===== src/rtl/sa_cache_ctrl.sv =====
// Miss/replacement controller for the 4-way set-associative cache: hit completion,
// dirty-victim writeback, line refill, per-set tree pseudo-LRU and hit/miss statistics.
//
// state     | meaning
// ----------+--------------------------------------------------------------
// IDLE      | ready for a CPU access; latches we/index on accept
// LOOKUP    | evaluate tag compare, pick hit way or victim
// HIT       | complete a hit (write merges data, sets dirty)
// WB        | write back dirty victim line to memory
// REFILL    | fetch the missing line from memory
// UPDATE    | write refilled line and tag into the victim way
// DONE_MISS | complete the miss (write merges data, sets dirty)
module sa_cache_ctrl #(
  parameter int NUM_SETS = 16,
  parameter int INDEX_W  = 4,
  parameter int CNT_W    = 16
) (
  input  logic               clk,
  input  logic               rst,
  input  logic               i_req_valid,
  output logic               o_req_ready,
  input  logic               i_req_we,
  input  logic [INDEX_W-1:0] i_index,
  input  logic [3:0]         i_hit_way,
  input  logic [3:0]         i_valid_way,
  input  logic [3:0]         i_dirty_way,
  output logic [1:0]         o_way_sel,
  output logic               o_data_we,
  output logic               o_tag_we,
  output logic               o_dirty_set,
  output logic               o_mem_req,
  output logic               o_mem_we,
  input  logic               i_mem_resp,
  output logic               o_done,
  output logic               o_hit,
  output logic [CNT_W-1:0]   o_hit_cnt,
  output logic [CNT_W-1:0]   o_miss_cnt
);

  typedef enum logic [2:0] {
    S_IDLE, S_LOOKUP, S_HIT, S_WB, S_REFILL, S_UPDATE, S_DONE_MISS
  } state_t;

  state_t             state, state_nxt;
  logic               we_q;
  logic [INDEX_W-1:0] index_q;
  logic [1:0]         way_q;
  logic [2:0]         plru_q [NUM_SETS];
  logic [CNT_W-1:0]   hit_cnt, miss_cnt;

  logic [1:0] hit_idx, free_idx, plru_way, victim_way, lookup_way;
  logic       any_free;
  logic [2:0] plru_cur;

  // plru bit 0 = b0 (root), bit 1 = b1 (ways 0/1), bit 2 = b2 (ways 2/3)
  function automatic logic [2:0] plru_touch(input logic [2:0] cur, input logic [1:0] w);
    logic [2:0] r;
    r    = cur;
    r[0] = ~w[1];
    if (!w[1]) r[1] = (w == 2'd0);
    else       r[2] = (w == 2'd2);
    return r;
  endfunction

  always_comb begin
    hit_idx  = 2'd0;
    free_idx = 2'd0;
    any_free = 1'b0;
    for (int i = 3; i >= 0; i--) begin
      if (i_hit_way[i])    hit_idx  = 2'(i);
      if (!i_valid_way[i]) begin
        free_idx = 2'(i);
        any_free = 1'b1;
      end
    end
    plru_cur   = plru_q[index_q];
    plru_way   = plru_cur[0] ? (plru_cur[2] ? 2'd3 : 2'd2) : (plru_cur[1] ? 2'd1 : 2'd0);
    victim_way = any_free ? free_idx : plru_way;
    lookup_way = (|i_hit_way) ? hit_idx : victim_way;
  end

  always_ff @(posedge clk or negedge rst) begin
    if (!rst) state <= S_IDLE;
    else      state <= state_nxt;
  end

  always_comb begin
    state_nxt = state;
    case (state)
      S_IDLE:      if (i_req_valid) state_nxt = S_LOOKUP;
      S_LOOKUP: begin
        if (|i_hit_way)                   state_nxt = S_HIT;
        else if (i_dirty_way[victim_way]) state_nxt = S_WB;
        else                              state_nxt = S_REFILL;
      end
      S_HIT:       state_nxt = S_IDLE;
      S_WB:        if (i_mem_resp) state_nxt = S_REFILL;
      S_REFILL:    if (i_mem_resp) state_nxt = S_UPDATE;
      S_UPDATE:    state_nxt = S_DONE_MISS;
      S_DONE_MISS: state_nxt = S_IDLE;
      default:     state_nxt = S_IDLE;
    endcase
  end

  always_ff @(posedge clk or negedge rst) begin
    if (!rst) begin
      we_q     <= 1'b0;
      index_q  <= '0;
      way_q    <= 2'd0;
      hit_cnt  <= '0;
      miss_cnt <= '0;
      for (int s = 0; s < NUM_SETS; s++) plru_q[s] <= 3'b000;
    end else begin
      if (state == S_IDLE && i_req_valid) begin
        we_q    <= i_req_we;
        index_q <= i_index;
      end
      if (state == S_LOOKUP) way_q <= lookup_way;
      if (state == S_HIT || state == S_DONE_MISS)
        plru_q[index_q] <= plru_touch(plru_q[index_q], way_q);
      if (state == S_HIT && hit_cnt != '1)
        hit_cnt <= hit_cnt + CNT_W'(1);
      if (state == S_DONE_MISS && miss_cnt != '1)
        miss_cnt <= miss_cnt + CNT_W'(1);
    end
  end

  always_comb begin
    o_req_ready = 1'b0;
    o_way_sel   = 2'd0;
    o_data_we   = 1'b0;
    o_tag_we    = 1'b0;
    o_dirty_set = 1'b0;
    o_mem_req   = 1'b0;
    o_mem_we    = 1'b0;
    o_done      = 1'b0;
    o_hit       = 1'b0;
    case (state)
      S_IDLE:   o_req_ready = 1'b1;
      S_HIT: begin
        o_way_sel   = way_q;
        o_done      = 1'b1;
        o_hit       = 1'b1;
        o_data_we   = we_q;
        o_dirty_set = we_q;
      end
      S_WB: begin
        o_way_sel = way_q;
        o_mem_req = 1'b1;
        o_mem_we  = 1'b1;
      end
      S_REFILL: begin
        o_way_sel = way_q;
        o_mem_req = 1'b1;
      end
      S_UPDATE: begin
        o_way_sel = way_q;
        o_data_we = 1'b1;
        o_tag_we  = 1'b1;
      end
      S_DONE_MISS: begin
        o_way_sel   = way_q;
        o_done      = 1'b1;
        o_data_we   = we_q;
        o_dirty_set = we_q;
      end
      default: ;
    endcase
  end

  assign o_hit_cnt  = hit_cnt;
  assign o_miss_cnt = miss_cnt;

endmodule

===== config.mk =====
export PLATFORM = sky130hd
export DESIGN_NAME = sa_cache_ctrl
export DESIGN_NICKNAME = d
export VERILOG_FILES = /design/src/rtl/sa_cache_ctrl.sv
export SDC_FILE = /design/constraint.sdc
export NUM_CORES = 1
export LEC_CHECK = 0
export CORE_MARGIN = 2
export CORE_UTILIZATION = 40
export DETAILED_ROUTE_END_ITERATION = 10
export PLACE_DENSITY = 0.72
export SYNTH_ARGS = -nofsm -noshare
export SYNTH_HDL_FRONTEND = slang
export SYNTH_SLANG_ARGS = --single-unit

===== constraint.sdc =====
create_clock -name clk -period 3.01 [get_ports clk]
set_input_delay 0.903 -clock clk [delete_from_list [all_inputs] [get_ports clk]]
set_output_delay 0.903 -clock clk [all_outputs]
set_load 0.005 [all_outputs]

# ---- After elaboration in Yosys (flattened, before gate mapping)
# Cells that the tools add are included.
dict set report classes {
  add_sub_neg 2
  order_cmp 3
  n_eq_ne 12
  n_mux 44
  n_bitwise 2
  reduce_logical 12
}
# op count
set ops {}
lappend ops {{48-bit bitwise mux} 1}
lappend ops {{16-bit by 1-bit adder with 16-bit output, second input constant} 2}
lappend ops {{16-bit != test, second input constant} 2}
lappend ops {{2-bit 2-to-1 mux} 12}
lappend ops {{3-bit 2-to-1 mux} 8}
lappend ops {{1-bit 2-to-1 mux} 18}
lappend ops {{3-bit case mux with 5 select lines} 1}
lappend ops {{3-bit binary-select mux with 4-bit select} 1}
lappend ops {{3-bit demux with 4-bit select} 1}
lappend ops {{3-bit equality test, second input constant} 3}
lappend ops {{3-bit by 2-bit equality test with 1-bit output, second input constant} 2}
lappend ops {{2-bit != test, second input constant} 3}
lappend ops {{5-bit greater-or-equal comparator, second input constant} 1}
lappend ops {{5-bit by 1-bit less-than comparator with 1-bit output, second input constant} 1}
lappend ops {{4-bit NOT with 5-bit output} 1}
lappend ops {{5-bit OR reduction} 1}
lappend ops {{1-bit logical AND} 4}
lappend ops {{2-bit OR reduction} 2}
lappend ops {{4-bit OR reduction} 1}
lappend ops {{3-bit by 1-bit equality test with 1-bit output, second input constant} 1}
lappend ops {{3-bit zero test} 1}
lappend ops {{2-bit by 3-bit less-than comparator with 1-bit output, second input constant} 1}
lappend ops {{3-bit AND reduction} 1}
lappend ops {{1-bit binary-select mux with 2-bit select} 1}
lappend ops {{other kinds (5)} 5}
dict set report totals {
  ff_bits 90
  input_bits 21
  output_inout_bits 42
}

# ---- Depth between registers and ports, before layout
# Gate-level depths: netlist of run 1.
dict set report logic_depth {
  depth_word 12
  depth_mapped 9
}

# ---- Worst setup path before layout of run 1
# No wires, ideal clock.
dict set report synth_path {
  kind {reg-to-reg}
  start {reg index_q[2]}
  end {reg state[1]}
  setup_time_ps 126
  t_arrival_ps 2394
  t_required_ps 2884
  path_slack_ps 490
  stages_incl_launch_ff 9
  cell_sequence {dfrtp_1 > buf_6 > mux4_2 > mux4_2 > o211ai_1 > mux2i_1 > and3_1 > a41oi_1 > o311a_1}
}
dict set report synth_via {
  elab_chain_len 12
  elab_cells_between_ends 13
  classes_between {mux: 12; bitwise: 1}
}
# item line
set synth_lines {}
lappend synth_lines {{from (decl)} 46} ;# logic [INDEX_W-1:0] index_q;
lappend synth_lines {{from (signal assigned)} 116} ;# index_q <= i_index;
lappend synth_lines {{4-bit NOT with 5-bit output (implied by the code) (*)} 76} ;# plru_cur = plru_q[index_q];
lappend synth_lines {{3-bit binary-select mux with 4-bit select (*)} 76}
lappend synth_lines {{3-bit 2-to-1 mux (implied by the code) (*) (2 in series)} 76}
lappend synth_lines {{1-bit 2-to-1 mux} 77} ;# plru_way = plru_cur[0] ? (plru_cur[2] ? 2'd3 : 2'd2) : (plru_cur[1] ? 2'd1 : 2'd0);
lappend synth_lines {{2-bit 2-to-1 mux (*)} 77}
lappend synth_lines {{2-bit 2-to-1 mux (*)} 78} ;# victim_way = any_free ? free_idx : plru_way;
lappend synth_lines {{1-bit binary-select mux with 2-bit select (*)} 93} ;# else if (i_dirty_way[victim_way]) state_nxt = S_WB;
lappend synth_lines {{1-bit 2-to-1 mux (implied by the code) (*)} 93}
lappend synth_lines {{3-bit 2-to-1 mux (*)} 93}
lappend synth_lines {{3-bit 2-to-1 mux (*)} 92} ;# if (|i_hit_way) state_nxt = S_HIT;
lappend synth_lines {{3-bit case mux with 5 select lines (*)} 89} ;# case (state)
lappend synth_lines {{to (signal assigned)} 84} ;# else state <= state_nxt;
lappend synth_lines {{to (decl)} 44} ;# state_t state, state_nxt;
# Every way passes the cells marked *; elsewhere a longest branch is shown, timed or not. The select of a mux whose other input is x is not followed.
# A chain may end at the register's enable or synchronous reset.

# ---- Worst setup path in the final report of run 1
# Ends and elaborated chain as after synthesis.

==> results of run 1 <==
==> timing repair <==
action,CTS,global route
gates resized for setup,1,1
setup endpoints to repair,1,1
hold buffers,0,0
==> stage by stage <==
step	total power, uW	cells	hold slack, ps	setup WS [ps]
finish	4520	606	472	111
global route	4810	606	481	18.6
CTS	4530	606	475	15.2
detailed placement	3540	591	470	132
global placement	3460	591	455	282
floorplan	2970	402	442	490
==> worst reg2reg max path, stage by stage, from the launching register on <==
cell and delay [ps]:
dfrtp_1 560, mux4_2 560, mux4_2 540, o211ai_1 300
mux2i_1 270, and3_1 180, a41oi_1 60, o311a_1 330
==> power by group through the flow <==
stage	Clock, uW	Combinational, uW	Sequential [uW]
final	988	1580	1950
after global routing	1060	1760	2000
after CTS	1000	1580	1940
after detailed placement	0	1570	1960
after global placement	0	1530	1930
after floorplan	0	1180	1790
==> synth_stat cells (2+ instances only) <==
| cell type | count | area [um^2] |
|---|---|---|
| nand3_1 | 10 | 50.1 |
| inv_1 | 7 | 26.3 |
| a22oi_1 | 2 | 15.0 |
| xnor2_1 | 18 | 158 |
| nand2b_1 | 3 | 18.8 |
| mux2_2 | 8 | 90.1 |
| a41oi_1 | 2 | 17.5 |
| ha_1 | 2 | 25.0 |
| and4_1 | 4 | 35.0 |
| nor3_1 | 3 | 15.0 |
| nor2_1 | 31 | 116 |
| and2_1 | 8 | 50.1 |
| dfrtp_1 | 90 | 2250 |
| nand2_1 | 83 | 312 |
| o31ai_1 | 2 | 15.0 |
| mux4_1 | 4 | 105 |
| and3_1 | 4 | 25.0 |
| o21ai_0 | 26 | 130 |
| mux2i_1 | 3 | 30.0 |
| buf_6 | 4 | 45.0 |
| nor2b_1 | 3 | 18.8 |
| clkbuf_8 | 2 | 27.5 |
| mux4_2 | 9 | 203 |
| xor2_1 | 12 | 105 |
| clkbuf_1 | 9 | 33.8 |
| o21ai_1 | 16 | 80.1 |
| a21oi_1 | 11 | 55.1 |
| o211ai_1 | 2 | 15.0 |
| nand4_1 | 4 | 25.0 |
==> layout make-up <==
class                   count  area (um^2)
repair buffers             70          691
well taps                 136          170
fillers                   960         5100
flip-flops and latches     90         2250
clock buffers               9          124
inverters                   7         26.3
multi-input cells         288         1890
clock inverters             6          115
==> sequential cells by signal, indices dropped and copies added (netlist names) <==
name and count:
index_q 4, o_hit_cnt 16, o_miss_cnt 16, plru_q 48
state 3, way_q 2, we_q 1
==> per-layer routing <==
metal | GRT usage | wire, um | up-vias | share of wire
met3 | 0.0430 | 502 | 18 | 0.052
met5 | 0 | 0 | - | 0
met4 | 0.0733 | 196 | 0 | 0.020
met2 | 0.278 | 4590 | 82 | 0.48
li1 | - | - | 1518 | -
met1 | 0.244 | 4370 | 1565 | 0.45
==> path summary, 6_finish.rpt <==
kind,start,endpoint,slack [ps]
setup / recovery,index_q[2]$_DFFE_PN0P_,state[1]$_DFFE_PN0P_,110
hold / removal,rst,plru_q[37]$_DFFE_PN0P_,470
setup reg to reg,index_q[2]$_DFFE_PN0P_,state[1]$_DFFE_PN0P_,110
hold reg to reg,plru_q[44]$_DFFE_PN0P_,plru_q[44]$_DFFE_PN0P_,480
max in group asynchronous,rst,state[1]$_DFFE_PN0P_,1870
min in group clk,plru_q[44]$_DFFE_PN0P_,plru_q[44]$_DFFE_PN0P_,480
==> kinds of logic (layout without fill, tap and decap cells) <==
logic type      count (synthesis)  in the layout  synth area share
xor+xnor                       30             30            0.0613
fa+ha+maj                       2              2           0.00584
compound gates                 73             73             0.108
simple gates                  159            159             0.165
buf+inv                        24             92            0.0345
flops                          90             90             0.526
mux                            24             24            0.0999
==> metrics.md, run 1 <==
| Metric | Value |
|---|---|
| Startpoint Class | `flip-flop` |
| CP endpoint kind | `flip-flop` |
| HP Class | `in2async` |
| Gpl congestion | `0.877` |
| Final hold violation count | `0` |
| Vias in the first global route | `3220` |
| Tcrit/Tclk final | `0.963` |
| Most common cell after layout, fill and taps aside | `dfrtp_1` |
| Fin util | `0.508` |
| Unrepaired setup endpoints after global routing | `false` |
| Slew margin rel. | `0.617` |
| Reg power frac | `0.431` |
| WP buf/inv | `0` |
| Slew at the pin closest to its max-slew limit | `570 ps` |
| DR vias | `3183` |
| IO buf count | `62` |
| Mapped Nets | `425` |
| Antenna viol nets, final | `0` |
| Crit path DAT | `3150 ps` |
| Critical Path Most Common Cell | `mux4_2` |
| Setup CP Type | `reg2reg` |
| Maximum fanout along the worst path | `9` |
| Clock power share | `0.219` |
| Synthesized area per cell | `10.7 um^2` |
| Cell Rows | `37` |
| Post-Route WL | `9650 um` |
| Post-layout min period | `2900 ps` |
| Yosys warning total | `0` |
| CTS Root Cell | `clkbuf_8` |
| Die span in x | `108 um` |
| Die Ht | `108 um` |
| Placed cell areas | `5020 um^2` |
| DR vias/cell | `5.25` |
| Largest net degree at the start of global routing | `61` |
| Ys async rst share | `1.00` |
| Post-CTS setup buffer count | `0` |
| Final Max Slew Viols | `0` |
| Starting Density | `0.413` |
| H-Tree Depth | `3` |
| Cell-internal power | `2960 uW` |
| Antenna fix cells | `0` |
| First-pass GRT wire length | `16200 um` |
| Sequential area share after synthesis | `0.526` |
| Clk_skew | `7.27 ps` |
| Initial drt markers | `173` |
| GRT Util Overall | `0.180` |
| Clk sinks | `90` |
| Lkg Pwr | `0.00230 uW` |
| Crit path largest cell delay | `560 ps` |
| Logic depth of the worst setup path including buffers | `7` |
| Power density cells | `857 nW/um^2` |
| Worst reg-to-reg path cell count | `7` |
| Initial antenna violation count | `0` |
| Clk_lat worst skew | `360 ps` |
| Most frequent cells in the layout | `89 x dfrtp_1, 83 x nand2_1, 61 x clkdlybuf4s50_1` |
| Routed wire length per instance | `15.9 um` |
| Sum Neg Setup Slack | `0 ps` |
| Area delta synth->final | `23.0%` |
| Setup Viol. Count Final | `0` |
| VDD IR max | `428 uV` |
| GR Overflow Total | `0` |
| Synthesized instance count | `402` |
| Switching Share | `0.345` |
| Status | `complete, no violations` |
| Reg clk slew, reported paths | `90 ps` |
| #FFs+latches synth | `90` |
| Core ar. | `10400 um^2` |
| Post-synth EDFFs | `0` |
| Cell area after synthesis | `4290 um^2` |
| Critical Path, Cell by Cell | `mux4_2 -> mux4_2 -> o211ai_1 -> mux2i_1 -> and3_1 -> a41oi_1 -> o311a_1` |
| Comb power frac | `0.350` |
| Cell variety after synth | `49` |
| Net count, final | `489` |
| Share of post-route cells with drive strength above 1 | `0.104` |
| Max stage delay cell, worst path | `dfrtp_1` |
| Num CTS Buffers | `9` |
| Die area | `11600 um^2` |
| DR pass1 iterations | `4` |
| Worst path required time | `3260 ps` |
| NetSw | `1560 uW` |
| Post-DP HPWL | `6980 um` |
| CP top delay family | `multiplexers` |
| Primary FF master, synth | `dfrtp_1` |
| Residual DRC count | `0` |
| Final instance area | `5270 um^2` |
| Clock Path Buffers | `2` |
| Max Cap Viol | `0` |
| I/O pins | `63` |
| Fmax | `345 MHz` |
| TritonCTS clock tree | `done` |
(Power assumes the default switching activity.)
==> run 2, diff against run 1 <==
GPL_TIMING_DRIVEN = 0   (was not set)
==> run 2 against run 1 <==
Maximum frequency up 0.98%. Clock skew is 4.5 ps higher. Die area did not move. Critical path type is now reg2out.
==> metrics.md, run 2 (same netlist as run 1, synthesis figures left out) <==
| Metric | Value |
|---|---|
| Largest register by flop count | `plru_q` |
| Worst reg-to-reg path cell count | `8 (+1)` |
| Residual DRC count | `0 (unchanged)` |
| Max FFs per register | `48 (unchanged)` |
| DP Cell Count | `601 (+1.7%)` |
| Slew margin rel. | `0.628 (+0.0103)` |
| Final instance area | `5300 um^2 (+0.43%)` |
| Reg2reg start | `index_q[0]$_DFFE_PN0P_` |
| Gpl congestion | `0.867 (-1.2%)` |
| DR vias/cell | `5.12 (-2.6%)` |
| CP endpoint kind | `primary output` |
| Max Cap Viol | `0 (unchanged)` |
| TritonCTS clock tree | `done` |
| Initial drt markers | `145 (-16%)` |
| Critical Path Sink | `o_data_we` |
| GR Overflow Total | `0 (unchanged)` |
| # hold bufs at CTS | `0 (unchanged)` |
| Setup CP Type | `reg2out` |
| GRT Util Overall | `0.177 (-0.00250)` |
| Unrepaired setup endpoints after global routing | `false` |
| Most common cell after layout, fill and taps aside | `dfrtp_1` |
| Routed wire length per instance | `15.3 um (-3.8%)` |
| First-pass GRT wire length | `15900 um (-1.5%)` |
| Die span in x | `108 um (unchanged)` |
| Final hold violation count | `0 (unchanged)` |
| Clk_lat worst skew | `360 ps (about the same)` |
| Num CTS Buffers | `9 (unchanged)` |
| Clk_skew | `11.8 ps (+4.50 ps)` |
| Core ar. | `10400 um^2 (unchanged)` |
| Clk sinks | `90 (unchanged)` |
| Area delta synth->final | `23.6%` |
| Initial antenna violation count | `0 (unchanged)` |
| Starting Density | `0.413 (unchanged)` |
| Final Non-Filler Cells | `617 (+1.8%)` |
| Die Ht | `108 um (unchanged)` |
| FF-to-FF End | `plru_q[46]$_DFFE_PN0P_` |
| Sum Neg Setup Slack | `0 ps (unchanged)` |
| Post-Route WL | `9460 um (-2.0%)` |
| DR vias | `3158 (-0.79%)` |
| Worst path required time | `2110 ps (-1150 ps)` |
| Reg2reg setup slack | `160 ps (+50 ps)` |
| Final Max Slew Viols | `0 (unchanged)` |
| IO buf count | `62 (unchanged)` |
| Share of post-route cells with drive strength above 1 | `0.108 (+0.00385)` |
| Power density cells | `827 nW/um^2 (-3.5%)` |
| HP Class | `in2async` |
| Startpoint Class | `flip-flop` |
| Filler cells | `947 (-1.4%)` |
| Crit path DAT | `1970 ps (-1180 ps)` |
| I/O pins | `63 (unchanged)` |
| Net count, final | `499 (+2.0%)` |
| Post-DP HPWL | `7000 um (+0.33%)` |
| VDD IR max | `363 uV (-15%)` |
| Fmax | `348 MHz (+0.98%)` |
| Cell Rows | `37 (unchanged)` |
| CTS Root Cell | `clkbuf_8` |
| Tcrit/Tclk final | `0.954 (-0.00937)` |
| DR pass1 iterations | `4 (unchanged)` |
| Clock Path Buffers | `2 (unchanged)` |
| H-Tree Depth | `3 (unchanged)` |
| Most frequent cells in the layout | `90 x dfrtp_1, 83 x nand2_1, 61 x clkdlybuf4s50_1` |
| Post-CTS setup buffer count | `0 (unchanged)` |
| Setup Viol. Count Final | `0 (unchanged)` |
| Fin util | `0.511 (+0.00217)` |
| Largest net degree at the start of global routing | `67 (+9.8%)` |
| Placed cell areas | `5100 um^2 (+1.5%)` |
| Vias in the first global route | `3169 (-1.6%)` |
| Lkg Pwr | `0.00230 uW (about the same)` |
| Maximum fanout along the worst path | `9 (unchanged)` |
| Reg clk slew, reported paths | `100 ps (about the same)` |
| Antenna viol nets, final | `0 (unchanged)` |
| Antenna fix cells | `0 (unchanged)` |
| Slew at the pin closest to its max-slew limit | `559 ps (-11.0 ps)` |
| Die area | `11600 um^2 (unchanged)` |
| Status | `complete, no violations` |
| Post-layout min period | `2870 ps (-28.2 ps)` |
| Crit. Startpoint | `state[0]$_DFFE_PN0P_` |
| Pwr Total | `4380 uW (-3.1%)` |
## run 2: routing by layer
layer | up-vias | part of all wire | track usage | wire length, um
li1 | 1541 | - | - | -
met1 | 1508 | 0.45 | 0.233 | 4260
met2 | 95 | 0.46 | 0.280 | 4380
met3 | 14 | 0.064 | 0.0521 | 603
met4 | 0 | 0.022 | 0.0604 | 208
met5 | - | 0 | 0 | 0
## run 2: critical path: stages (launching register included)
cell and delay [ps]:
dfrtp_1 390, buf_6 130, nand2b_2 210, inv_2 130, and2_1 160, or2_2 110
clkdlybuf4s50_1 490
## run 2: area by class of cell
cell class                      instances  area, um^2  share of cell area
Timing Repair Buffer                   63         646               0.122
Multi-Input combinational cell        288        1890               0.357
Clock inverter                          6        50.0             0.00945
Tap cell                              136         170              0.0321
Sequential cell                        90        2250               0.425
Clock buffer                           10         138              0.0260
Buffer                                 17         121              0.0229
Inverter                                7        26.3             0.00496
## run 2: metrics by stage
step	setup WS, ps	hold slack (ps)
after floorplan	490	442
after detailed placement	160	466
after CTS	49.6	448
final	139	447
after global routing	8.99	453
after global placement	-2150	454
## run 2: power by group
part | switching [uW] | internal, uW
Sequential | 265 | 1580
Clock | 447 | 331
Combinational | 881 | 874
## run 2: worst min-delay path by stage
stage	start	to	slack, ps	cells after the start
after floorplan	plru_q[20]$_DFFE_PN0P_	plru_q[20]$_DFFE_PN0P_	440	2
after global placement	plru_q[44]$_DFFE_PN0P_	plru_q[44]$_DFFE_PN0P_	450	2
after detailed placement	plru_q[23]$_DFFE_PN0P_	plru_q[23]$_DFFE_PN0P_	470	2
after CTS	rst	plru_q[34]$_DFFE_PN0P_	450	1
after global routing	rst	plru_q[25]$_DFFE_PN0P_	450	1
final	rst	index_q[1]$_DFFE_PN0P_	450	1
## run 2: timing repair
action                                  4_1_cts  5_1_grt
gates resized for setup                       1        2
endpoints found under the setup margin        1       11
hold endpoints to repair                      0        0
pin swaps                                     0        0
==> run 3, diff against run 2 <==
CORE_ASPECT_RATIO = 0.75   (was not set)
CORE_UTILIZATION = 54   (was 40)
PLACE_DENSITY = 0.89   (was 0.72)
==> run 3 against run 2 <==
Clock skew up 0.98 ps. Hold slack worse by 65 ps. First-iteration DRC count up 55%. Flip-flop and latch count unchanged. Register-to-register slack worse by 30 ps. Final area hardly changed. Wire length up 5.4%. Critical path depth is 2 higher. Cell count decreased by 5.0%. Power grew 4.3%. Critical endpoint is now state[1]$_DFFE_PN0P_. Highest routed layer unchanged.
==> metrics.md, run 3 (same netlist as run 1, synthesis figures left out) <==
| Metric | Value |
|---|---|
| Die area | `8670 um^2 (-25%)` |
| Routed wire length per instance | `17.0 um (+11%)` |
| Worst slack at placement | `106 ps (-54.6 ps)` |
| I/O pins | `63 (unchanged)` |
| Slew margin rel. | `0.514 (-0.113)` |
| Critical Path Most Common Cell | `mux4_2` |
| CP top delay family | `compound AO/OA/AOI/OAI gates` |
| Initial drt markers | `225 (+55%)` |
| Post-Route WL | `9970 um (+5.4%)` |
| Final instance area | `5290 um^2 (about the same)` |
| Placed cell areas | `5060 um^2 (-0.76%)` |
| Maximum fanout along the worst path | `9 (unchanged)` |
| Max Cap Viol | `0 (unchanged)` |
| Net count, final | `499 (unchanged)` |
| H-Tree Depth | `3 (unchanged)` |
| Status | `complete, no violations` |
| Fmax | `347 MHz (-0.47%)` |
| Power density cells | `863 nW/um^2 (+4.3%)` |
| Post-layout min period | `2880 ps (+13.5 ps)` |
| DP Cell Count | `570 (-5.2%)` |
| DR pass1 iterations | `5 (+1)` |
| Slew at the pin closest to its max-slew limit | `723 ps (+164 ps)` |
| Lkg Pwr | `0.00232 uW (+1.3%)` |
| VDD IR max | `449 uV (+24%)` |
| WP buf/inv | `1 (-2)` |
| Post-DP HPWL | `7170 um (+2.4%)` |
| Final WS setup | `126 ps (-13.5 ps)` |
| Num CTS Buffers | `9 (unchanged)` |
| Area delta synth->final | `23.5% (about the same)` |
| Crit path DAT | `3130 ps (+1160 ps)` |
| Final Non-Filler Cells | `586 (-5.0%)` |
| IO buf count | `62 (unchanged)` |
| Max stage delay cell, worst path | `mux4_2` |
| Worst path required time | `3260 ps (+1150 ps)` |
| Pwr Total | `4570 uW (+4.3%)` |
| Most frequent cells in the layout | `90 x dfrtp_1, 83 x nand2_1, 61 x clkdlybuf4s50_1` |
| Reg clk slew, reported paths | `90 ps (about the same)` |
| Unrepaired setup endpoints after global routing | `false` |
| DR vias/cell | `5.70 (+11%)` |
| Most common cell after layout, fill and taps aside | `dfrtp_1` |
| Final Max Slew Viols | `0 (unchanged)` |
| Initial antenna violation count | `0 (unchanged)` |
| Core ar. | `7780 um^2 (-25%)` |
| Die span in x | `107 um (-0.60%)` |
| Clk_lat worst skew | `360 ps (about the same)` |
| Cell Rows | `28 (-24%)` |
| Largest register by flop count | `plru_q` |
| DR vias | `3343 (+5.9%)` |
| CP endpoint kind | `flip-flop` |
| Post-CTS setup buffer count | `0 (unchanged)` |
| GRT Util Overall | `0.244 (+0.0674)` |
| Die Ht | `81.2 um (-25%)` |
| Max FFs per register | `48 (unchanged)` |
| Critical Path, Cell by Cell | `buf_6 -> mux4_2 -> mux4_2 -> a31oi_1 -> o21ai_1 -> o211ai_1 -> a41oi_1 -> o311a_1` |
| Share of post-route cells with drive strength above 1 | `0.108 (unchanged)` |
| TritonCTS clock tree | `done` |
| Gpl congestion | `0.942 (+8.6%)` |
| Antenna viol nets, final | `0 (unchanged)` |
| Startpoint Class | `flip-flop` |
| CTS Root Cell | `clkbuf_8` |
| Sum Neg Setup Slack | `0 ps (unchanged)` |
| Residual DRC count | `0 (unchanged)` |
| Antenna fix cells | `0 (unchanged)` |
| Crit path largest cell delay | `530 ps (+40 ps)` |
| Vias in the first global route | `3270 (+3.2%)` |
| GR Overflow Total | `0 (unchanged)` |
| # hold bufs at CTS | `0 (unchanged)` |
| Final hold violation count | `0 (unchanged)` |
| First-pass GRT wire length | `16000 um (+0.69%)` |
| Setup Viol. Count Final | `0 (unchanged)` |
| Largest net degree at the start of global routing | `77 (+15%)` |
| HP Class | `in2async` |
| Clk_skew | `12.7 ps (+0.977 ps)` |
| Setup CP Type | `reg2reg` |
| Starting Density | `0.551 (+0.138)` |
| Tcrit/Tclk final | `0.958 (+0.00447)` |
| Clock Path Buffers | `2 (unchanged)` |
| Clk sinks | `90 (unchanged)` |
run 3: cell type report:
cell class	count	area, um^2
fillers	579	2480
flip-flops and latches	90	2250
multi-input cells	288	1900
repair buffers	63	646
well taps	105	131
clock buffers	9	124
plain buffers	17	121
clock inverters	7	92.6
inverters	7	26.3
run 3: metal layers:
layer / vias up / wire [um] / GRT usage
met5: - / 0 / 0
met4: 0 / 263 / 0.100
met3: 26 / 714 / 0.0634
met2: 137 / 4650 / 0.385
met1: 1638 / 4330 / 0.328
li1: 1542 / - / -
run 3: what timing repair did:
action	CTS	global route
endpoints found under the hold margin	0	0
setup endpoints to repair	0	20
gates resized for setup	0	3
run 3: worst paths after layout:
path                                         from                endpoint  slack (ps)  depth (start not counted)
hold / removal                                rst  plru_q[13]$_DFFE_PN0P_         380                          1
min in group clk           plru_q[47]$_DFFE_PN0P_  plru_q[47]$_DFFE_PN0P_         480                          2
setup / recovery           index_q[2]$_DFFE_PN0P_    state[1]$_DFFE_PN0P_         130                          8
hold reg to reg            plru_q[47]$_DFFE_PN0P_  plru_q[47]$_DFFE_PN0P_         480                          2
max in group asynchronous                     rst        we_q$_DFFE_PN0P_        1990                          2
setup reg to reg           index_q[2]$_DFFE_PN0P_    state[1]$_DFFE_PN0P_         130                          8
run 3: metrics by stage:
step                       util  hold WS [ps]
after floorplan               -           442
after global placement    0.648           453
after detailed placement  0.651           467
after CTS                 0.679           382
after global routing      0.681           381
final                     0.681           383
run 3: report_power, final:
group / internal, uW / switching, uW / total [uW]
combinational: 881 / 916 / 1800
sequential: 1580 / 290 / 1870
clock: 468 / 431 / 899
